===== config.mk =====
export PLATFORM = sky130hd
export DESIGN_NAME = branch_predictor
export DESIGN_NICKNAME = d
export VERILOG_FILES = /design/src/rtl/branch_predictor.sv
export SDC_FILE = /design/constraint.sdc
export NUM_CORES = 2
export LEC_CHECK = 0
export BUFFER_PORTS_ARGS = -buffer_cell sky130_fd_sc_hd__buf_2
export CORE_ASPECT_RATIO = 2
export CORE_UTILIZATION = 55
export DETAILED_ROUTE_END_ITERATION = 6
export GPL_ROUTABILITY_DRIVEN = 1
export PLACE_DENSITY = 0.82
export SETUP_SLACK_MARGIN = 0.02
export SYNTH_ARGS = -nofsm -noshare
export SYNTH_HDL_FRONTEND = slang
export SYNTH_SLANG_ARGS = --single-unit

===== constraint.sdc =====
create_clock -name clk -period 10.2 [get_ports clk]
set_input_delay 1.53 -clock clk [delete_from_list [all_inputs] [get_ports clk]]
set_output_delay 1.53 -clock clk [all_outputs]
set_load 0.05 [all_outputs]

===== src/rtl/branch_predictor.sv =====
// Fetch-stage branch predictor: direct-mapped 2-bit counter table with a BTB,
// trained by the computational-stage resolver, which also raises redirects.
module branch_predictor #(
  parameter  int XLEN    = 32,
  parameter  int ENTRIES = 16,
  parameter  int CNT_W   = 32,
  localparam int IDX_W   = $clog2(ENTRIES)
) (
  input  logic             clk,
  input  logic             reset,
  input  logic [XLEN-1:0]  PC_I,
  output logic             PredictTaken_I,
  output logic [XLEN-1:0]  PredictTarget_I,
  input  logic             BranchValid_C,
  input  logic             BranchTaken_C,
  input  logic [XLEN-1:0]  PC_C,
  input  logic [XLEN-1:0]  BranchTarget_C,
  input  logic             PredictedTaken_C,
  input  logic [XLEN-1:0]  PredictedTarget_C,
  output logic             Mispredict_C,
  output logic [XLEN-1:0]  CorrectPC_C,
  output logic [CNT_W-1:0] BranchCount,
  output logic [CNT_W-1:0] MispredictCount
);

  localparam int TAG_W = XLEN - IDX_W - 2;

  logic             valid_q  [ENTRIES];
  logic [TAG_W-1:0] tag_q    [ENTRIES];
  logic [1:0]       cnt_q    [ENTRIES];
  logic [XLEN-1:0]  target_q [ENTRIES];

  logic [IDX_W-1:0] rd_idx, wr_idx;
  logic [TAG_W-1:0] rd_tag, wr_tag;
  logic             rd_hit, wr_hit;

  // Instructions are word aligned, so the byte-offset bits carry no information.
  logic unused_pc_bits;
  assign unused_pc_bits = ^{PC_I[1:0], PC_C[1:0]};

  assign rd_idx = PC_I[IDX_W+1:2];
  assign rd_tag = PC_I[XLEN-1:IDX_W+2];
  assign wr_idx = PC_C[IDX_W+1:2];
  assign wr_tag = PC_C[XLEN-1:IDX_W+2];

  assign rd_hit = valid_q[rd_idx] && (tag_q[rd_idx] == rd_tag);
  assign wr_hit = valid_q[wr_idx] && (tag_q[wr_idx] == wr_tag);

  // Prediction reads only registered state, so a same-cycle update is not seen.
  always_comb begin
    // NOTE: every always_comb output gets a default first so no path can infer a latch.
    PredictTaken_I  = 1'b0;
    PredictTarget_I = PC_I + XLEN'(4);
    if (rd_hit && cnt_q[rd_idx][1]) begin
      PredictTaken_I  = 1'b1;
      PredictTarget_I = target_q[rd_idx];
    end
  end

  assign Mispredict_C = BranchValid_C &&
                        ((BranchTaken_C != PredictedTaken_C) ||
                         (BranchTaken_C && PredictedTaken_C &&
                          (BranchTarget_C != PredictedTarget_C)));

  assign CorrectPC_C = BranchTaken_C ? BranchTarget_C : PC_C + XLEN'(4);

  function automatic logic [1:0] sat_inc(input logic [1:0] c);
    return (c == 2'b11) ? 2'b11 : c + 2'd1;
  endfunction

  function automatic logic [1:0] sat_dec(input logic [1:0] c);
    return (c == 2'b00) ? 2'b00 : c - 2'd1;
  endfunction

  // NOTE: the table is reset entry by entry because a cold predictor must
  // read as not-taken; the loop is plain flops, not a RAM macro.
  always_ff @(posedge clk) begin
    if (reset) begin
      for (int i = 0; i < ENTRIES; i++) begin
        // NOTE: sequential state uses non-blocking assignments so all flops
        // update from the same pre-edge values.
        valid_q[i]  <= 1'b0;
        tag_q[i]    <= '0;
        cnt_q[i]    <= 2'b01;
        target_q[i] <= '0;
      end
    end else if (BranchValid_C) begin
      if (wr_hit) begin
        if (BranchTaken_C) begin
          cnt_q[wr_idx]    <= sat_inc(cnt_q[wr_idx]);
          target_q[wr_idx] <= BranchTarget_C;
        end else begin
          cnt_q[wr_idx]    <= sat_dec(cnt_q[wr_idx]);
        end
      end else if (BranchTaken_C) begin
        valid_q[wr_idx]  <= 1'b1;
        tag_q[wr_idx]    <= wr_tag;
        cnt_q[wr_idx]    <= 2'b10;
        target_q[wr_idx] <= BranchTarget_C;
      end
    end
  end

  // Performance counters saturate rather than wrap.
  always_ff @(posedge clk) begin
    if (reset) begin
      BranchCount     <= '0;
      MispredictCount <= '0;
    end else begin
      if (BranchValid_C && (BranchCount != '1))
        BranchCount <= BranchCount + CNT_W'(1);
      if (Mispredict_C && (MispredictCount != '1))
        MispredictCount <= MispredictCount + CNT_W'(1);
    end
  end

endmodule


Word-level counts from Yosys, hierarchy flattened

Memories as Yosys holds them, arrays and structs flattened.
Cells that the tools add are included.

Flip-flop bits (word level): 64
Memory bits (writable): 976
Input bits: 133
Output and inout port bits: 130
Word-level logic and storage cells: 72
Memories: 4

$add $sub $neg: 6
Equal/unequal tests: 7
Multiplexer cells: 36
Bitwise logic cells: 3
Reductions and logical operators: 14

Memory list:

| name     | words | bits a word | read ports | clocked after Yosys merged registers in | write ports | RTL line | text |
|---|---|---|---|---|---|---|---|
| target_q | 16    | 32          | 1          | 0                                       | 16          | 31       | `logic [XLEN-1:0] target_q [ENTRIES];` |
| tag_q    | 16    | 26          | 2          | 0                                       | 16          | 29       | `logic [TAG_W-1:0] tag_q [ENTRIES];` |
| cnt_q    | 16    | 2           | 2          | 0                                       | 16          | 30       | `logic [1:0] cnt_q [ENTRIES];` |
| valid_q  | 16    | 1           | 2          | 0                                       | 16          | 28       | `logic valid_q [ENTRIES];` |

Operator list:

| kind                                             | count |
|---|---|
| two-way mux 32 bit                               | 4 |
| adder 32 x 1 -> 32 bit, second input constant    | 2 |
| adder 32 x 3 -> 32 bit, second input constant    | 2 |
| inequality test 32 bit, second input constant    | 2 |
| == test 26 bit                                   | 2 |
| inequality test 32 bit                           | 1 |
| OR reduction 32 bit                              | 1 |
| two-way mux 26 bit                               | 1 |
| OR reduction 26 bit                              | 1 |
| two-way mux 1 bit                                | 22 |
| two-way mux 4 bit                                | 4 |
| two-way mux 2 bit                                | 5 |
| logical AND 1 bit                                | 8 |
| OR 1 bit                                         | 3 |
| adder 2 x 1 -> 2 bit, second input constant      | 1 |
| == test 2 bit, second input constant             | 1 |
| logical NOT 2 bit                                | 1 |
| OR reduction 2 bit                               | 1 |
| subtractor 2 x 1 -> 2 bit, second input constant | 1 |
| logical OR 1 bit                                 | 1 |
| inequality test 1 bit                            | 1 |
| OR reduction 1 bit                               | 1 |

Longest topological paths before layout

An unclocked memory read counts as a cell.

Depth in word-level cells: 11
Gate-level depth with buffers: 16
Gate-level depth less buffers: 10

Worst setup path after synthesis

No wires, ideal clock.

Path kind: input to output
From: input port PC_I[2]
To: output port PredictTarget_I[2]
Data arrival time: 5.319 ns
Data required time: 8.670 ns
Slack: 3.351 ns
Stages on the path: 13
Path buffers: 5
Path through: buf_6 buf_6 buf_2 buf_2 mux4_2 a211oi_1 a21oi_1 xor2_1 nor4_1 nand4_1 nor4_4 buf_6 mux2i_1

Word-level cells in the longest chain between the ends: 5
Elaborated cells between the ends (all ways): 9
Classes of those cells: add/sub (1); eq/ne (1); mux (1); reduce/logical (2); memory (4)

Ends and longest elaborated chain:

| item                 | RTL line | text |
|---|---|---|
| start: declaration   | 11       | `input logic [XLEN-1:0] PC_I,` |
| memory (16 x 26 bit) | -        |  |
| == test 26 bit       | 46       | `assign rd_hit = valid_q[rd_idx] && (tag_q[rd_idx] == rd_tag);` |
| logical AND 1 bit    | 46       |  |
| logical AND 1 bit    | 54       | `if (rd_hit && cnt_q[rd_idx][1]) begin` |
| two-way mux 32 bit * | 54       |  |
| end: declaration     | 13       | `output logic [XLEN-1:0] PredictTarget_I,` |

Every way passes the cells marked *; elsewhere a longest branch is shown, timed or not.

Final worst setup path

From: input port PC_I[2]
To: output port PredictTarget_I[25]

Same word-level chain as after synthesis.

==> results_dict.tcl <==
set metrics [dict create \
    outcome "finished with violations" \
    failed_checks "DRC" \
    setup_tns_ns 0 \
    synth_edf_count 960 \
    synth.distinct_cells 67 \
    routed_wl_um 179000 \
    layout.cells.most_common "edfxtp_1" \
    hp-start "valid_q[6]" \
    rsz0062_at_grt "false" \
    cts.sinks 1040 \
    initial_core_util 0.557 \
    syn_area_um2 53700 \
    antenna_found_initial 22 \
    cts_buffers 88 \
    clock_skew_ns 0.0312 \
    track_usage 0.362 \
    clock_latency_ns 0.72 \
    worstHoldPathType "flop to flop" \
    r2r-end "tag_q[7][22]" \
    ff2ff_setup_slack_ns 4.26 \
    critical_path_class "input port to output pin" \
    vias_per_cell 7.31 \
    cts_hold_buf 0 \
    syn-mean-instance-area_um2 13.9 \
    setup_viol 0 \
    synth-main-ff-cell "edfxtp_1" \
    slew_violations 0 \
    end_kind "output pin" \
    cts-root-buf "clkbuf_16" \
    relSlewSlack 0.0737 \
    critPathLaunch "PC_I[2]" \
    cap_violations 0 \
    cts_tree "yes" \
    whs_path_depth 1 \
    min_to "valid_q[6]" \
    portBuffers 262 \
    vdd_drop_max_mv 0.137 \
    hold_violations 0 \
    crit-reg2reg-launch "tag_q[14][14]" \
    num_vias 37800 \
    postCtsSetupRepairBufs 0 \
    yosysWarningCount 0 \
    crit_path_start_kind "input port" \
    avgRoutedWirePerCell_um 34.7 \
    cp_max_fo 67 \
    nets 4004 \
    post-route-min-period_ns 8.73 \
    io_pins 263 \
    total_power_mw 9.67 \
    yosys.area.top_type "edfxtp_1" \
    ant_nets 0 \
    grt_pass1_vias 37600 \
    critPathRequiredTime_ns 8.67 \
    fmax_mhz 114 \
    crit_arrival_ns 7.20 \
    hold_slack_ns 0.490 \
    die_w_um 223 \
    dr.pass1.iters 7 \
    dpl.hpwl_um 106000 \
    async_flop_share 0 \
    period_share 0.856 \
    synth_top_area_frac 0.536 \
    ctsLongestPathBuffers 3 \
    yosys_register_bits 1040 \
    die_y_um 444 \
    drc 3 \
    placed_cells 4995 \
    syn-num-nets 4010 \
    power_leakage_nw 23.6 \
    grt_max_degree 206 \
    die_area_um2 99100 \
    p_per_area_nw_per_um2 165 \
    place.gp.congestion 1.02 \
    r2r_cells 10 \
    clk_pin_slew_ns 0.07 \
    num_rows 161 \
    grt_first_pass_wirelength_um 254000 \
    worst_pin_slew_ns 1.38 \
    mostFrequentLayoutCells "edfxtp_1 (960), and3_1 (917), mux4_2 (368), buf_2 (255), nand2_1 (135)" \
    drive_above_1_share 0.236 \
    syn2layout_area_growth_pct 8.86 \
    core-area_um2 96500 \
    synth_cells 3869 \
    drt-initial-drc-count 5485 \
    final_cells 5173 \
    h-tree-depth 3 \
    ctsResizeCount 0 \
    grt_overflow_total 0 \
    seq_area_frac_synth 0.566 \
    synthTopCellsByArea "edfxtp_1 (54%), mux4_2 (15%), and3_1 (11%)" \
]
## cells in the mapped netlist, drive strengths merged, types with 8 or more instances
master,instances
xnor2,98
buf,79
mux2,48
and3,917
a41o,17
nand3,74
o21ai,49
nand2,135
edfxtp,960
ha,8
and2,69
and4,9
a21o,18
a221oi,8
nor2b,23
o22ai,8
a22o,10
a22oi,20
mux2i,81
or2,32
mux4,368
dfxtp,80
or3,17
nor2,117
nor3,15
clkbuf,368
a211oi,15
xor2,96
nor4,13
a21oi,24
nand4,35
inv,18
## flip-flops by register name (all words and copies together), names as in the netlist
name	count
target_q	512
tag_q	416
cnt_q	32
valid_q	16
MispredictCount	32
BranchCount	32
## metal layers
layer / GRT usage / part of all wire / wire length (um)
met1: 0.388 / 0.29 / 52100
met4: 0.301 / 0.096 / 17200
met5: 0 / 0.00094 / 169
met2: 0.575 / 0.47 / 84300
met3: 0.128 / 0.14 / 25600
## layout make-up
class	count	area, um2
multi-input cells	2362	21400
flip-flops and latches	1040	30400
inverters	20	75.1
diodes	15	37.5
fillers	6955	38000
repair buffers	351	2070
clock buffers	107	2290
clock inverters	56	626
well taps	1222	1530
## worst max path at each step
stage | to | slack (ns) | cells past startpoint
after floorplan | PredictTarget_I[2] | 3.35 | 13
after global placement | PredictTarget_I[11] | 2.17 | 13
after detailed placement | PredictTarget_I[1] | 2.09 | 13
after CTS | PredictTarget_I[1] | 2.09 | 13
after global routing | PredictTarget_I[24] | 1.28 | 13
final | PredictTarget_I[25] | 1.47 | 13
## cells by family (layout without fill, tap and decap cells)
| logic type | after synthesis | after routing | synth area share |
|---|---|---|---|
| multiplexers | 497 | 497 | 0.179 |
| buffers and inverters | 467 | 534 | 0.0368 |
| AND/OR/NAND/NOR | 1471 | 1471 | 0.159 |
| AO/OA/AOI/OAI | 192 | 192 | 0.0253 |
| XOR/XNOR | 194 | 194 | 0.0316 |
| flip-flops | 1040 | 1040 | 0.566 |
| other | 0 | 15 | 0 |
| adder cells (fa/ha/maj) | 8 | 8 | 0.00186 |
## report_power, final
| group | total, mW | switching [mW] | leakage [nW] | internal (mW) |
|---|---|---|---|---|
| Clock | 3.53 | 1.62 | 1.41 | 1.90 |
| Sequential | 4.96 | 0.0927 | 9.80 | 4.86 |
| Combinational | 1.19 | 0.768 | 12.3 | 0.418 |
## worst max-delay path: stages
cell,delay [ns]
buf_8,0.60
buf_12,0.45
mux4_2,0.56
nor2b_1,0.14
a211oi_1,0.24
a21oi_1,0.08
xor2_1,0.26
nor4_1,1.18
nand4_1,0.30
nor4_4,0.53
buf_4,0.54
mux2_2,0.39
buf_2,0.21
## per-stage QoR
| stage | util | setup WS (ns) | area (um2) |
|---|---|---|---|
| 5_1_grt | 0.606 | 1.28 | 58500 |
| 3_5_place_dp | 0.576 | 2.09 | 55600 |
| 2_1_floorplan | - | 3.35 | 53700 |
| 4_1_cts | 0.606 | 2.09 | 58500 |
| 6_report | 0.606 | 1.47 | 58500 |
| 3_3_place_gp | 0.576 | 2.17 | 55600 |
Note: power is estimated with default switching activity, not from simulation.
